==> src/rtl/uart_pkg.sv <==
// Shared UART definitions used by both the receiver and the transmitter.
// Holds the frame-level state encoding and the line/frame constants.
package uart_pkg;

  typedef enum logic [1:0] {
    IDLE,
    START,
    DATA,
    STOP
  } uart_state_t;

  localparam int   DATA_BITS  = 8;
  localparam logic IDLE_LEVEL = 1'b1;

  // Clocks per oversample tick; integer division, so the baud error is the caller's concern.
  function automatic int calc_div(input int clk_freq, input int baud_rate, input int oversample);
    return clk_freq / (baud_rate * oversample);
  endfunction

endpackage

==> src/rtl/uart_rx_sync.sv <==
// Two-flop synchronizer bringing the asynchronous serial line into the clk domain.
// Both flops reset to the idle line level so reset never looks like a start bit.
module uart_rx_sync
  import uart_pkg::*;
(
  input  logic clk,
  input  logic srst,
  input  logic d,
  output logic q
);

  logic [1:0] sync_reg;

  always_ff @(posedge clk or posedge srst) begin
    if (srst) begin
      sync_reg <= {2{IDLE_LEVEL}};
    end else begin
      sync_reg <= {sync_reg[0], d};
    end
  end

  assign q = sync_reg[1];

endmodule

==> src/rtl/uart_rx.sv <==
// Oversampling UART receiver: 8 data bits, LSB first, one stop bit.
// Start bit is re-checked at mid-bit; a low stop bit flags frame_err and waits for line idle.
module uart_rx
  import uart_pkg::*;
#(
  parameter int CLK_FREQ   = 50_000_000,
  parameter int BAUD_RATE  = 2400,
  parameter int OVERSAMPLE = 16
) (
  input  logic       clk,
  input  logic       srst,
  input  logic       rx,
  output logic [7:0] data_out,
  output logic       valid,
  output logic       busy,
  output logic       frame_err
);

  localparam int DIV    = calc_div(CLK_FREQ, BAUD_RATE, OVERSAMPLE);
  localparam int DIV_W  = (DIV > 1) ? $clog2(DIV) : 1;
  localparam int TICK_W = (OVERSAMPLE > 1) ? $clog2(OVERSAMPLE) : 1;
  localparam int BIT_W  = $clog2(DATA_BITS);

  localparam logic [DIV_W-1:0]  DIV_LAST  = DIV_W'(DIV - 1);
  localparam logic [TICK_W-1:0] MID_TICK  = TICK_W'(OVERSAMPLE / 2 - 1);
  localparam logic [TICK_W-1:0] LAST_TICK = TICK_W'(OVERSAMPLE - 1);
  localparam logic [BIT_W-1:0]  LAST_BIT  = BIT_W'(DATA_BITS - 1);

  logic rx_s;

  uart_rx_sync u_sync (
    .clk  (clk),
    .srst (srst),
    .d    (rx),
    .q    (rx_s)
  );

  // Free-running sample-tick divider
  logic [DIV_W-1:0] div_reg;
  logic             tick;

  assign tick = (div_reg == DIV_LAST);

  always_ff @(posedge clk or posedge srst) begin
    if (srst) begin
      div_reg <= '0;
    end else if (tick) begin
      div_reg <= '0;
    end else begin
      div_reg <= div_reg + DIV_W'(1);
    end
  end

  uart_state_t            state_reg, state_next;
  logic [TICK_W-1:0]      tick_cnt_reg, tick_cnt_next;
  logic [BIT_W-1:0]       bit_idx_reg, bit_idx_next;
  logic [DATA_BITS-1:0]   shift_reg, shift_next;
  logic [DATA_BITS-1:0]   data_reg, data_next;
  logic                   valid_reg, valid_next;
  logic                   ferr_reg, ferr_next;
  // Set after a bad stop bit: remain in STOP until the line returns to idle
  logic                   brk_reg, brk_next;

  always_ff @(posedge clk or posedge srst) begin
    if (srst) begin
      state_reg    <= IDLE;
      tick_cnt_reg <= '0;
      bit_idx_reg  <= '0;
      shift_reg    <= '0;
      data_reg     <= '0;
      valid_reg    <= 1'b0;
      ferr_reg     <= 1'b0;
      brk_reg      <= 1'b0;
    end else begin
      state_reg    <= state_next;
      tick_cnt_reg <= tick_cnt_next;
      bit_idx_reg  <= bit_idx_next;
      shift_reg    <= shift_next;
      data_reg     <= data_next;
      valid_reg    <= valid_next;
      ferr_reg     <= ferr_next;
      brk_reg      <= brk_next;
    end
  end

  always_comb begin
    state_next    = state_reg;
    tick_cnt_next = tick_cnt_reg;
    bit_idx_next  = bit_idx_reg;
    shift_next    = shift_reg;
    data_next     = data_reg;
    valid_next    = 1'b0;
    ferr_next     = 1'b0;
    brk_next      = brk_reg;

    if (tick) begin
      case (state_reg)
        IDLE: begin
          if (rx_s != IDLE_LEVEL) begin
            state_next    = START;
            tick_cnt_next = '0;
          end
        end

        START: begin
          if (tick_cnt_reg == MID_TICK) begin
            if (rx_s != IDLE_LEVEL) begin
              state_next    = DATA;
              tick_cnt_next = '0;
              bit_idx_next  = '0;
            end else begin
              state_next = IDLE;
            end
          end else begin
            tick_cnt_next = tick_cnt_reg + TICK_W'(1);
          end
        end

        DATA: begin
          if (tick_cnt_reg == LAST_TICK) begin
            shift_next    = {rx_s, shift_reg[DATA_BITS-1:1]};
            tick_cnt_next = '0;
            if (bit_idx_reg == LAST_BIT) begin
              state_next = STOP;
              brk_next   = 1'b0;
            end else begin
              bit_idx_next = bit_idx_reg + BIT_W'(1);
            end
          end else begin
            tick_cnt_next = tick_cnt_reg + TICK_W'(1);
          end
        end

        STOP: begin
          if (brk_reg) begin
            if (rx_s == IDLE_LEVEL) begin
              state_next = IDLE;
              brk_next   = 1'b0;
            end
          end else if (tick_cnt_reg == LAST_TICK) begin
            if (rx_s == IDLE_LEVEL) begin
              data_next  = shift_reg;
              valid_next = 1'b1;
              state_next = IDLE;
            end else begin
              ferr_next = 1'b1;
              brk_next  = 1'b1;
            end
          end else begin
            tick_cnt_next = tick_cnt_reg + TICK_W'(1);
          end
        end

        default: begin
          state_next = IDLE;
        end
      endcase
    end
  end

  assign data_out  = data_reg;
  assign valid     = valid_reg;
  assign frame_err = ferr_reg;
  assign busy      = (state_reg != IDLE);

endmodule

==> config.mk <==
export PLATFORM = sky130hd
export DESIGN_NAME = uart_rx
export DESIGN_NICKNAME = d
export VERILOG_FILES = /design/src/rtl/uart_pkg.sv /design/src/rtl/uart_rx_sync.sv /design/src/rtl/uart_rx.sv
export SDC_FILE = /design/constraint.sdc
export NUM_CORES = 1
export LEC_CHECK = 0
export ABC_CLOCK_PERIOD_IN_PS = 2100
export CORE_ASPECT_RATIO = 0.75
export CORE_MARGIN = 2
export CORE_UTILIZATION = 35
export CTS_CLUSTER_DIAMETER = 50
export DETAILED_ROUTE_END_ITERATION = 16
export GPL_TIMING_DRIVEN = 0
export PLACE_DENSITY = 0.54
export SYNTH_ARGS = -nofsm -noshare
export SYNTH_HDL_FRONTEND = slang
export SYNTH_SLANG_ARGS = --single-unit
==> constraint.sdc <==
create_clock -name clk -period 2.1 [get_ports clk]
set_clock_uncertainty 0.1 [all_clocks]
set_input_delay 0.21 -clock clk [delete_from_list [all_inputs] [get_ports clk]]
set_output_delay 0.21 -clock clk [all_outputs]
set_load 0.005 [all_outputs]
==> impl_metrics.tcl <==
set metrics [dict create \
    avgRoutedWirePerCell_um 14.4 \
    relSlewSlack_pct 43.7 \
    port_buffers 13 \
    fmax_ghz 0.470 \
    synth_area_leaders "dfrtp_1 50%, mux2_2 9.8%, ha_1 3.2%" \
    clockBufferDepth 2 \
    post-route-period-util_pct 101 \
    dp_hpwl_um 2680 \
    synth_edf_count 0 \
    rows 23 \
    p_sw_w 0.000286 \
    rsz0062_at_grt "true" \
    r2r_slack_ns -0.03 \
    maxCapViolations 0 \
    cp.arrival_ns 2.21 \
    period_minus_slack_ns 2.13 \
    cts_tree "yes" \
    slowest_stage "or4_4" \
    die_area_um2 6200 \
    clock_latency_ns 0.29 \
    synth_largest_area_cell "dfrtp_1" \
    die_h_um 68.7 \
    finalSetupViolCount 1 \
    n_fill_cell 499 \
    viasPerCell 5.08 \
    cts.sinks 41 \
    area_growth_pct 25.3 \
    gp_congestion 0.788 \
    critPathMaxStageDelay_ns 0.59 \
    num_io_pins 14 \
    crit_path_end_kind "flip-flop" \
    drive_above_1_share_pct 31.6 \
    hold_class "primary input to flip-flop" \
    clock_power_share_pct 44.2 \
    syn_area_um2 1950 \
    ys_warn_count 0 \
    power.total_w 0.00147 \
    worst_slew_pin_slew_ns 0.843 \
    p_leak_nw 1.10 \
    p_per_area_nw_per_um2 600 \
    drt-total-wl_um 3850 \
    syn-mean-instance-area_um2 11.8 \
    slew_violations 0 \
    outcome "complete, but fails checks" \
    crit_path_max_fanout 4 \
    htree_levels 2 \
    whs_ns 0.227 \
    finalNetCount 200 \
    grt_pass1_wl_um 6560 \
    n_antenna_cell 0 \
    yosysUniqueCellTypes 51 \
    design_area_um2 2450 \
    grt_usage_pct 13.9 \
    synth_cells 166 \
    async_reset_ff_share_pct 100 \
    synthTopCellsByCount "39 x dfrtp_1, 17 x mux2_2, 13 x nor2_1" \
    startpoint_type "flip-flop" \
    synth-seq-cells 41 \
    clk_pin_slew_worst_paths_ns 0.08 \
    die_x_um 90.3 \
    p_comb_share_pct 1.9 \
    ant_nets 0 \
    place_ws_ns -0.150 \
    cts_made_buffers 5 \
    intPower_w 0.00118 \
    yosysSeqAreaShare_pct 52.6 \
    path_class "flip-flop to flip-flop" \
    required_ns 2.18 \
    grt_pass1_vias 1400 \
    switching_share_pct 19.4 \
    synth_top_area_share_pct 49.9 \
    initial_utilization_pct 36.5 \
    grt-ovfl-total 0 \
    largest_reg_flops 11 \
    synth_nets 174 \
    fin_setup_tns_ns -0.0271 \
    clockRootBuffer "clkbuf_8" \
    dr.first_iter.drc_count 61 \
    worstPathCellList "or4_4 -> or3_4 -> nor3_4 -> mux2_4" \
    ir_drop_mv 0.487 \
    num_vias 1361 \
    synth_top_flop_cell "dfrtp_1" \
    core_area_um2 5350 \
    grt_max_degree 42 \
    postPlaceCellArea_um2 2180 \
    drcViolationCount 0 \
    final.setup.worst_slack_ns -0.0271 \
    yosysMostFrequentCell "dfrtp_1" \
    drt_first_pass_iters 5 \
    seqPwrFrac_pct 53.9 \
    failed_checks "negative setup slack" \
    antenna_found_initial 0 \
    hold_violations 0 \
]
==> metrics by stage <==
step / utilization (%) / instances
floorplan: - / 166
global placement: 40.7 / 254
detailed placement: 40.7 / 254
CTS: 43.8 / 267
global route: 45.7 / 268
finish: 45.7 / 268
==> repair_timing <==
| item | CTS | global route |
|---|---|---|
| gates resized for setup | 4 | 19 |
| pin swaps | 2 | 4 |
| endpoints found under the setup margin | 23 | 28 |
| hold buffers | 0 | 0 |
| setup buffers | 5 | 3 |
| gates cloned | 0 | 0 |
==> logic make-up (layout without fill, tap and decap cells) <==
group / Yosys count / after routing / synth area share (%)
AO/OA/AOI/OAI: 18 / 18 / 7.17
XOR/XNOR: 10 / 10 / 4.48
adder cells (fa/ha/maj): 5 / 5 / 3.20
buffers and inverters: 13 / 40 / 2.75
flip-flops: 41 / 41 / 52.6
multiplexers: 20 / 20 / 11.6
AND/OR/NAND/NOR: 59 / 59 / 18.2
==> worst max-delay path, delay by kind of cell, from the launching register on <==
family	cells	cell delay, ns
multiplexers	1	0.32
flip-flops	1	0.40
AND/OR/NAND/NOR	3	1.20
==> layer usage <==
metal | wire length (um) | track usage (%)
met1 | 1810 | 16.6
met2 | 1850 | 24.0
met3 | 133 | 3.80
met4 | 56 | 7.12
met5 | 0 | 0
==> final timing paths <==
path / start / cells past startpoint / end
worst max-delay path: div_reg[7] / 4 / bit_idx_reg[0]
worst min-delay path: rx / 1 / u_sync.sync_reg[0]
worst max register to register: div_reg[7] / 4 / bit_idx_reg[0]
worst min register to register: u_sync.sync_reg[0] / 0 / u_sync.sync_reg[1]
max in group asynchronous: srst / 2 / div_reg[6]
min in group asynchronous: srst / 2 / data_out[6]
==> placed cells by master (no fill, tap or decap), types with 2 or more instances in the layout <==
cell,Yosys,layout
o21ai_0,3,2
dfrtp_2,0,2
dfrtp_1,39,37
clkbuf_2,1,3
clkdlybuf4s50_1,0,13
nand3_1,7,6
nor2_1,13,12
nand2_1,9,9
mux2_2,17,17
and2_1,2,2
buf_6,0,3
and3_1,3,3
nor3_4,1,2
nand4_1,3,3
nand2b_1,3,3
inv_1,7,6
nor2b_1,3,3
mux2i_1,2,2
xor2_1,6,6
buf_4,1,6
clkbuf_8,0,6
ha_1,5,4
dfstp_2,2,2
xnor2_1,4,4
==> layout make-up <==
| cell class | instances | area [um^2] | area share [%] |
|---|---|---|---|
| sequential | 41 | 1030 | 42.1 |
| clock inverter | 2 | 37.5 | 1.53 |
| tap | 75 | 93.8 | 3.83 |
| clock buffer | 6 | 82.6 | 3.37 |
| timing repair buffer | 21 | 198 | 8.07 |
| multi-input combinational | 112 | 953 | 38.9 |
| buffer | 4 | 26.3 | 1.07 |
| inverter | 7 | 26.3 | 1.07 |
==> power by group through the flow <==
stage	clock network (W)	logic (W)	registers, W
3_5_place_dp	0	0.0000271	0.000808
2_1_floorplan	0	0.0000169	0.000808
3_3_place_gp	0	0.0000257	0.000808
5_1_grt	0.000715	0.0000331	0.000793
6_report	0.000650	0.0000275	0.000793
4_1_cts	0.000676	0.0000272	0.000793
Power figures use the tool's default switching activity.
